===== config.mk =====
export PLATFORM = sky130hd
export DESIGN_NAME = mem_port_arbiter_flat
export DESIGN_NICKNAME = d
export VERILOG_FILES = /design/src/rtl/mem_port_arbiter_if.sv /design/src/rtl/mem_port_arbiter.sv /design/src/flat_wrapper.sv
export SDC_FILE = /design/constraint.sdc
export NUM_CORES = 1
export LEC_CHECK = 0
export CORE_ASPECT_RATIO = 1.5
export CORE_UTILIZATION = 37
export DETAILED_ROUTE_END_ITERATION = 6
export MAX_ROUTING_LAYER = met4
export PLACE_DENSITY_LB_ADDON = 0.12
export SLEW_MARGIN = 20
export SYNTH_ARGS = -nofsm -noshare
export SYNTH_HDL_FRONTEND = slang
export SYNTH_SLANG_ARGS = --single-unit

===== constraint.sdc =====
create_clock -name clk1 -period 1.7 [get_ports clk1]
set_input_delay 0.17 -clock clk1 [delete_from_list [all_inputs] [get_ports clk1]]
set_output_delay 0.17 -clock clk1 [all_outputs]
set_load 0.05 [all_outputs]

===== src/rtl/mem_port_arbiter_if.sv =====
// Bundle of requester, memory and halt signals shared by the arbiter and its environment.
interface mem_port_arbiter_if #(
    parameter int ADDR_W = 10,
    parameter int DATA_W = 32
);
    logic              if_req;
    logic [ADDR_W-1:0] if_addr;
    logic              if_gnt;
    logic              if_valid;
    logic [DATA_W-1:0] if_rdata;

    logic              dm_req;
    logic              dm_we;
    logic [ADDR_W-1:0] dm_addr;
    logic [DATA_W-1:0] dm_wdata;
    logic              dm_gnt;
    logic              dm_valid;
    logic [DATA_W-1:0] dm_rdata;

    logic              mem_en;
    logic              mem_we;
    logic [ADDR_W-1:0] mem_addr;
    logic [DATA_W-1:0] mem_wdata;
    logic [DATA_W-1:0] mem_rdata;

    logic              halt_req;
    logic              halted;

    modport slave (
        input  if_req, if_addr, dm_req, dm_we, dm_addr, dm_wdata, mem_rdata, halt_req,
        output if_gnt, if_valid, if_rdata, dm_gnt, dm_valid, dm_rdata,
               mem_en, mem_we, mem_addr, mem_wdata, halted
    );

    modport master (
        output if_req, if_addr, dm_req, dm_we, dm_addr, dm_wdata, mem_rdata, halt_req,
        input  if_gnt, if_valid, if_rdata, dm_gnt, dm_valid, dm_rdata,
               mem_en, mem_we, mem_addr, mem_wdata, halted
    );
endinterface


===== src/rtl/mem_port_arbiter.sv =====
// Single-port memory arbiter between a fetch and a data requester, with
// anti-starvation for fetch and a RUN/DRAIN/HALT quiesce sequence.
module mem_port_arbiter #(
    parameter int ADDR_W     = 10,
    parameter int DATA_W     = 32,
    parameter int STARVE_MAX = 3
) (
    input  logic               clk1,
    input  logic               rst_n,
    mem_port_arbiter_if.slave  bus
);
    localparam int CNT_W = ($clog2(STARVE_MAX + 1) > 2) ? $clog2(STARVE_MAX + 1) : 2;
    localparam logic [CNT_W-1:0] STARVE_LIM = CNT_W'(STARVE_MAX);

    typedef enum logic [1:0] {RUN, DRAIN, HALT} state_t;
    typedef enum logic [1:0] {OWN_NONE, OWN_IF, OWN_DM} owner_t;

    state_t            state;
    owner_t            owner;
    logic              owner_we;
    logic              halted_q;
    logic [CNT_W-1:0]  starve;
    logic [DATA_W-1:0] if_hold;
    logic [DATA_W-1:0] dm_hold;

    logic issue_ok;
    logic fetch_forced;
    logic if_win;
    logic dm_win;
    logic if_valid_c;
    logic dm_valid_c;

    // Grants are gated by rst_n so nothing issues while reset is held.
    always_comb begin
        issue_ok     = rst_n && (state == RUN);
        fetch_forced = bus.if_req && (starve == STARVE_LIM);
        dm_win       = issue_ok && bus.dm_req && !fetch_forced;
        if_win       = issue_ok && bus.if_req && !dm_win;
        if_valid_c   = (owner == OWN_IF);
        dm_valid_c   = (owner == OWN_DM);
    end

    assign bus.if_gnt    = if_win;
    assign bus.dm_gnt    = dm_win;
    assign bus.mem_en    = if_win || dm_win;
    assign bus.mem_we    = dm_win && bus.dm_we;
    assign bus.mem_addr  = dm_win ? bus.dm_addr : bus.if_addr;
    assign bus.mem_wdata = dm_win ? bus.dm_wdata : '0;

    assign bus.if_valid  = if_valid_c;
    assign bus.dm_valid  = dm_valid_c;
    assign bus.if_rdata  = if_valid_c ? bus.mem_rdata : if_hold;
    assign bus.dm_rdata  = (dm_valid_c && !owner_we) ? bus.mem_rdata : dm_hold;
    assign bus.halted    = halted_q;

    always_ff @(posedge clk1 or negedge rst_n) begin
        if (!rst_n) begin
            state    <= RUN;
            halted_q <= 1'b0;
            owner    <= OWN_NONE;
            owner_we <= 1'b0;
            starve   <= '0;
            if_hold  <= '0;
            dm_hold  <= '0;
        end else begin
            case (state)
                RUN:     if (bus.halt_req) state <= DRAIN;
                DRAIN: begin
                    state    <= HALT;
                    halted_q <= 1'b1;
                end
                HALT:    state <= HALT;
                default: state <= RUN;
            endcase

            owner    <= if_win ? OWN_IF : (dm_win ? OWN_DM : OWN_NONE);
            owner_we <= dm_win && bus.dm_we;

            if (bus.if_req && !if_win)
                starve <= (starve == STARVE_LIM) ? starve : starve + 1'b1;
            else
                starve <= '0;

            // Capture returned data so rdata holds once valid drops.
            if (if_valid_c)
                if_hold <= bus.mem_rdata;
            if (dm_valid_c && !owner_we)
                dm_hold <= bus.mem_rdata;
        end
    end
endmodule


===== src/flat_wrapper.sv =====
// flat-port wrapper written by rule: the top's interface ports become plain ports
module mem_port_arbiter_flat 
#(
    parameter int ADDR_W     = 10,
    parameter int DATA_W     = 32,
    parameter int STARVE_MAX = 3
)
  (clk1, rst_n, bus_if_req, bus_if_addr, bus_dm_req, bus_dm_we, bus_dm_addr, bus_dm_wdata, bus_mem_rdata, bus_halt_req, bus_if_gnt, bus_if_valid, bus_if_rdata, bus_dm_gnt, bus_dm_valid, bus_dm_rdata, bus_mem_en, bus_mem_we, bus_mem_addr, bus_mem_wdata, bus_halted);
  mem_port_arbiter_if #(.ADDR_W(ADDR_W), .DATA_W(DATA_W)) bus_i ();
  input  logic clk1;
  input  logic rst_n;
  input wire logic [$bits(bus_i.if_req)-1:0] bus_if_req;
  input wire logic [$bits(bus_i.if_addr)-1:0] bus_if_addr;
  input wire logic [$bits(bus_i.dm_req)-1:0] bus_dm_req;
  input wire logic [$bits(bus_i.dm_we)-1:0] bus_dm_we;
  input wire logic [$bits(bus_i.dm_addr)-1:0] bus_dm_addr;
  input wire logic [$bits(bus_i.dm_wdata)-1:0] bus_dm_wdata;
  input wire logic [$bits(bus_i.mem_rdata)-1:0] bus_mem_rdata;
  input wire logic [$bits(bus_i.halt_req)-1:0] bus_halt_req;
  output wire logic [$bits(bus_i.if_gnt)-1:0] bus_if_gnt;
  output wire logic [$bits(bus_i.if_valid)-1:0] bus_if_valid;
  output wire logic [$bits(bus_i.if_rdata)-1:0] bus_if_rdata;
  output wire logic [$bits(bus_i.dm_gnt)-1:0] bus_dm_gnt;
  output wire logic [$bits(bus_i.dm_valid)-1:0] bus_dm_valid;
  output wire logic [$bits(bus_i.dm_rdata)-1:0] bus_dm_rdata;
  output wire logic [$bits(bus_i.mem_en)-1:0] bus_mem_en;
  output wire logic [$bits(bus_i.mem_we)-1:0] bus_mem_we;
  output wire logic [$bits(bus_i.mem_addr)-1:0] bus_mem_addr;
  output wire logic [$bits(bus_i.mem_wdata)-1:0] bus_mem_wdata;
  output wire logic [$bits(bus_i.halted)-1:0] bus_halted;
  assign bus_i.if_req = bus_if_req;
  assign bus_i.if_addr = bus_if_addr;
  assign bus_i.dm_req = bus_dm_req;
  assign bus_i.dm_we = bus_dm_we;
  assign bus_i.dm_addr = bus_dm_addr;
  assign bus_i.dm_wdata = bus_dm_wdata;
  assign bus_i.mem_rdata = bus_mem_rdata;
  assign bus_i.halt_req = bus_halt_req;
  assign bus_if_gnt = bus_i.if_gnt;
  assign bus_if_valid = bus_i.if_valid;
  assign bus_if_rdata = bus_i.if_rdata;
  assign bus_dm_gnt = bus_i.dm_gnt;
  assign bus_dm_valid = bus_i.dm_valid;
  assign bus_dm_rdata = bus_i.dm_rdata;
  assign bus_mem_en = bus_i.mem_en;
  assign bus_mem_we = bus_i.mem_we;
  assign bus_mem_addr = bus_i.mem_addr;
  assign bus_mem_wdata = bus_i.mem_wdata;
  assign bus_halted = bus_i.halted;
  mem_port_arbiter #(.ADDR_W(ADDR_W), .DATA_W(DATA_W), .STARVE_MAX(STARVE_MAX)) u_core (.clk1(clk1), .rst_n(rst_n), .bus(bus_i));
endmodule

==> results.txt <==
# DRC - 0
failing checks - negative setup slack
IO Count - 203
CTS Hold Bufs - 0
Pre-Repair DR Iteration Count - 4
max-slew violation count - 0
CTS tree - built
die height - 116 um
number of library cell types mapped by synthesis - 26
FF+latch area - 1800 um^2
maximum fanout along the worst path - 7
Reg clk slew, reported paths - 0.05 ns
Max Clock Skew - 0.00724 ns
Hold WC Path Type - in -> async
Mapped Area - 3180 um^2
Synth Warn # - 0
Post-Synthesis Cells - 222
Cell Pwr Density - 2110 nW/um^2
DR vias/cell - 4.88
CP required - 1.53 ns
Die W - 77.7 um
max-cap viol count - 0
sequential share of the synthesized area - 56.6%
nets - 575
Mapped Nets - 316
vias in the first global route - 3193
ANT cells - 0
fin crit period - 2.04 ns
final setup fails - 111
final worst-path cycle share - 120%
fin cells - 592
total track usage - 30.3%
Rel. slew slack - 39.0%
Clk Latency, worst-skew pair - 0.33 ns
VDD IR max - 0.00136 V
first-pass GRT wire length - 18.8 mm
Worst Setup End Kind - primary output
largest net degree at the start of global routing - 73
Num CTS Buffers - 9
crit path to - bus_mem_addr[6]
fin util - 88.2%
post-synthesis register bit count - 72
port bufs - 202
post-route cell area - 7380 um^2
Setup WS post-layout - -0.343 ns
H-Tree Depth - 3
FILL cells - 362
initial antenna violation count - 0
Final Total Pwr - 15.5 mW
final WL - 13.2 mm
ANT nets after route - 0
Sink Count - 72
DP Cell Count - 536
pre-CTS WS - -0.0806 ns
Worst setup startpoint - u_core.state[0]$_DFFE_PN0P_
startpoint types - flop
share of layout cells above drive strength 1 - 63.1%
vias - 2889
critical path class - reg -> out
Lkg Pwr - 3.36 nW
row cnt - 41
worst-margin pin slew - 0.915 ns
total gr overflow - 0
most frequent cells in the layout - clkdlybuf4s50_1, mux2_4, dfrtp_1
drt wl/cell - 22.2 um
area of the multi-input gates - 1660 um^2
commonest non-fill, non-tap cell in the layout - clkdlybuf4s50_1
initial DRC count - 125
Worst R2R Path Depth - 7
Max Buffers Root-to-Sink - 2
critical path arrival - 1.87 ns
RSZ-0062 raised after global routing - true
gp weighted congestion - 0.805
outcome - complete, but fails checks
r2r startpoint - u_core.owner[0]$_DFF_PN0_
Hold Fails Final Rpt - 0
Max Freq - 489 MHz
worst r2r dst - u_core.dm_hold[11]$_DFF_PN0_
syn avg cell area - 14.3 um^2
total die area - 8980 um^2
area grow syn2layout - 132%
Post-DP Area - 5840 um^2
R2R setup slack - -0.02 ns
Initial Utilization - 38.1%
HPWL after detailed placement - 7.40 mm
clock root buffer - clkbuf_16
core area - 8360 um^2
worst max-delay path, cell delays in order (launching register included):
cell     delay, ns
dfrtp_1       0.39
inv_2         0.09
ha_4          0.15
nand3_4       0.07
a21oi_4       0.17
buf_6         0.18
mux2_4        0.33
buf_8         0.15
cells by family after synthesis:
family | count (synthesis) | share of synthesized area (%)
and+or+nand+nor | 48 | 9.28
buffers and inverters | 15 | 3.50
xor gates and xnor gates | 1 | 0.275
adders and majority gates | 4 | 1.57
DFF | 72 | 56.6
muxes | 75 | 27.1
AOI/OAI and AO/OA | 7 | 1.65
through the flow:
step	hold slack, ns	setup TNS (ns)
after global placement	0.456	-0.784
after global routing	0.223	-35.92
after CTS	0.163	-29.87
final	0.143	-29.16
after detailed placement	0.469	-1.03
after floorplan	-0.126	-4.08
Yosys cell counts:
cell type   n  area, um^2
buf_2       3        15.0
nand2_1     3        11.3
mux2_1      1        11.3
a21oi_1     1        5.00
clkbuf_2    2        10.0
buf_6       5        56.3
nand2b_1    1        6.26
mux2_2     68         766
nand3b_1    1        7.51
o21a_1      1        7.51
ha_1        4        50.1
nor2b_4     1        13.8
nor2_1      2        7.51
nor2b_1     2        12.5
or2_2       1        6.26
xor2_1      1        8.76
mux2i_1     1        10.0
dfrtp_1    72        1800
a21oi_4     1        16.3
inv_1       2        7.51
o21ai_0     3        15.0
buf_4       3        22.5
mux2_4      5        75.1
and2_1     36         225
o2bb2ai_1   1        8.76
nand3_1     1        5.00
report_power, final:
group	switching (mW)	internal [mW]	leakage, nW
clock	0.672	1.14	0.144
sequential	0.351	2.54	0.864
combinational	5.71	5.13	2.35
routing by layer:
metal / routed length (um) / track usage (%) / vias up
li1: - / - / 1263
met1: 4530 / 30.0 / 1456
met2: 7090 / 52.3 / 151
met3: 1250 / 13.9 / 19
met4: 280 / 10.3 / 0
met5: 0 / - / -
state kept, by name, summed over array words and instances, names as in the netlist:
register and flops:
u_core.dm_hold 32, u_core.bus.halted 1, u_core.starve 2, u_core.state 2, u_core.if_hold 32, u_core.owner_we 1, u_core.owner 2
cell type report:
type                    count  area share (%)
clock buffers              13            3.80
multi-input cells         135            22.5
flip-flops and latches     72            24.4
inverters                   2           0.102
clock inverters             2           0.170
repair buffers            261            47.2
well taps                 107            1.81
worst min-delay path by stage:
stage | startpoint | to | slack [ns] | cells past startpoint
floorplan | rst_n | u_core.bus.halted$_DFFE_PN0N_ | -0.13 | 0
global placement | u_core.bus.halted$_DFFE_PN0N_ | u_core.bus.halted$_DFFE_PN0N_ | 0.46 | 1
detailed placement | u_core.bus.halted$_DFFE_PN0N_ | u_core.bus.halted$_DFFE_PN0N_ | 0.47 | 1
CTS | rst_n | u_core.dm_hold[2]$_DFF_PN0_ | 0.16 | 2
global route | rst_n | u_core.if_hold[2]$_DFF_PN0_ | 0.22 | 2
finish | rst_n | u_core.if_hold[2]$_DFF_PN0_ | 0.14 | 2
timing repair:
action                     CTS  global route
gates resized for setup    214            45
setup buffers               26            19
setup endpoints to repair  110           111
gates cloned                 8             0
hold endpoints to repair     0             0
pin swaps                    3            21
Note: power is estimated with default switching activity, not from simulation.
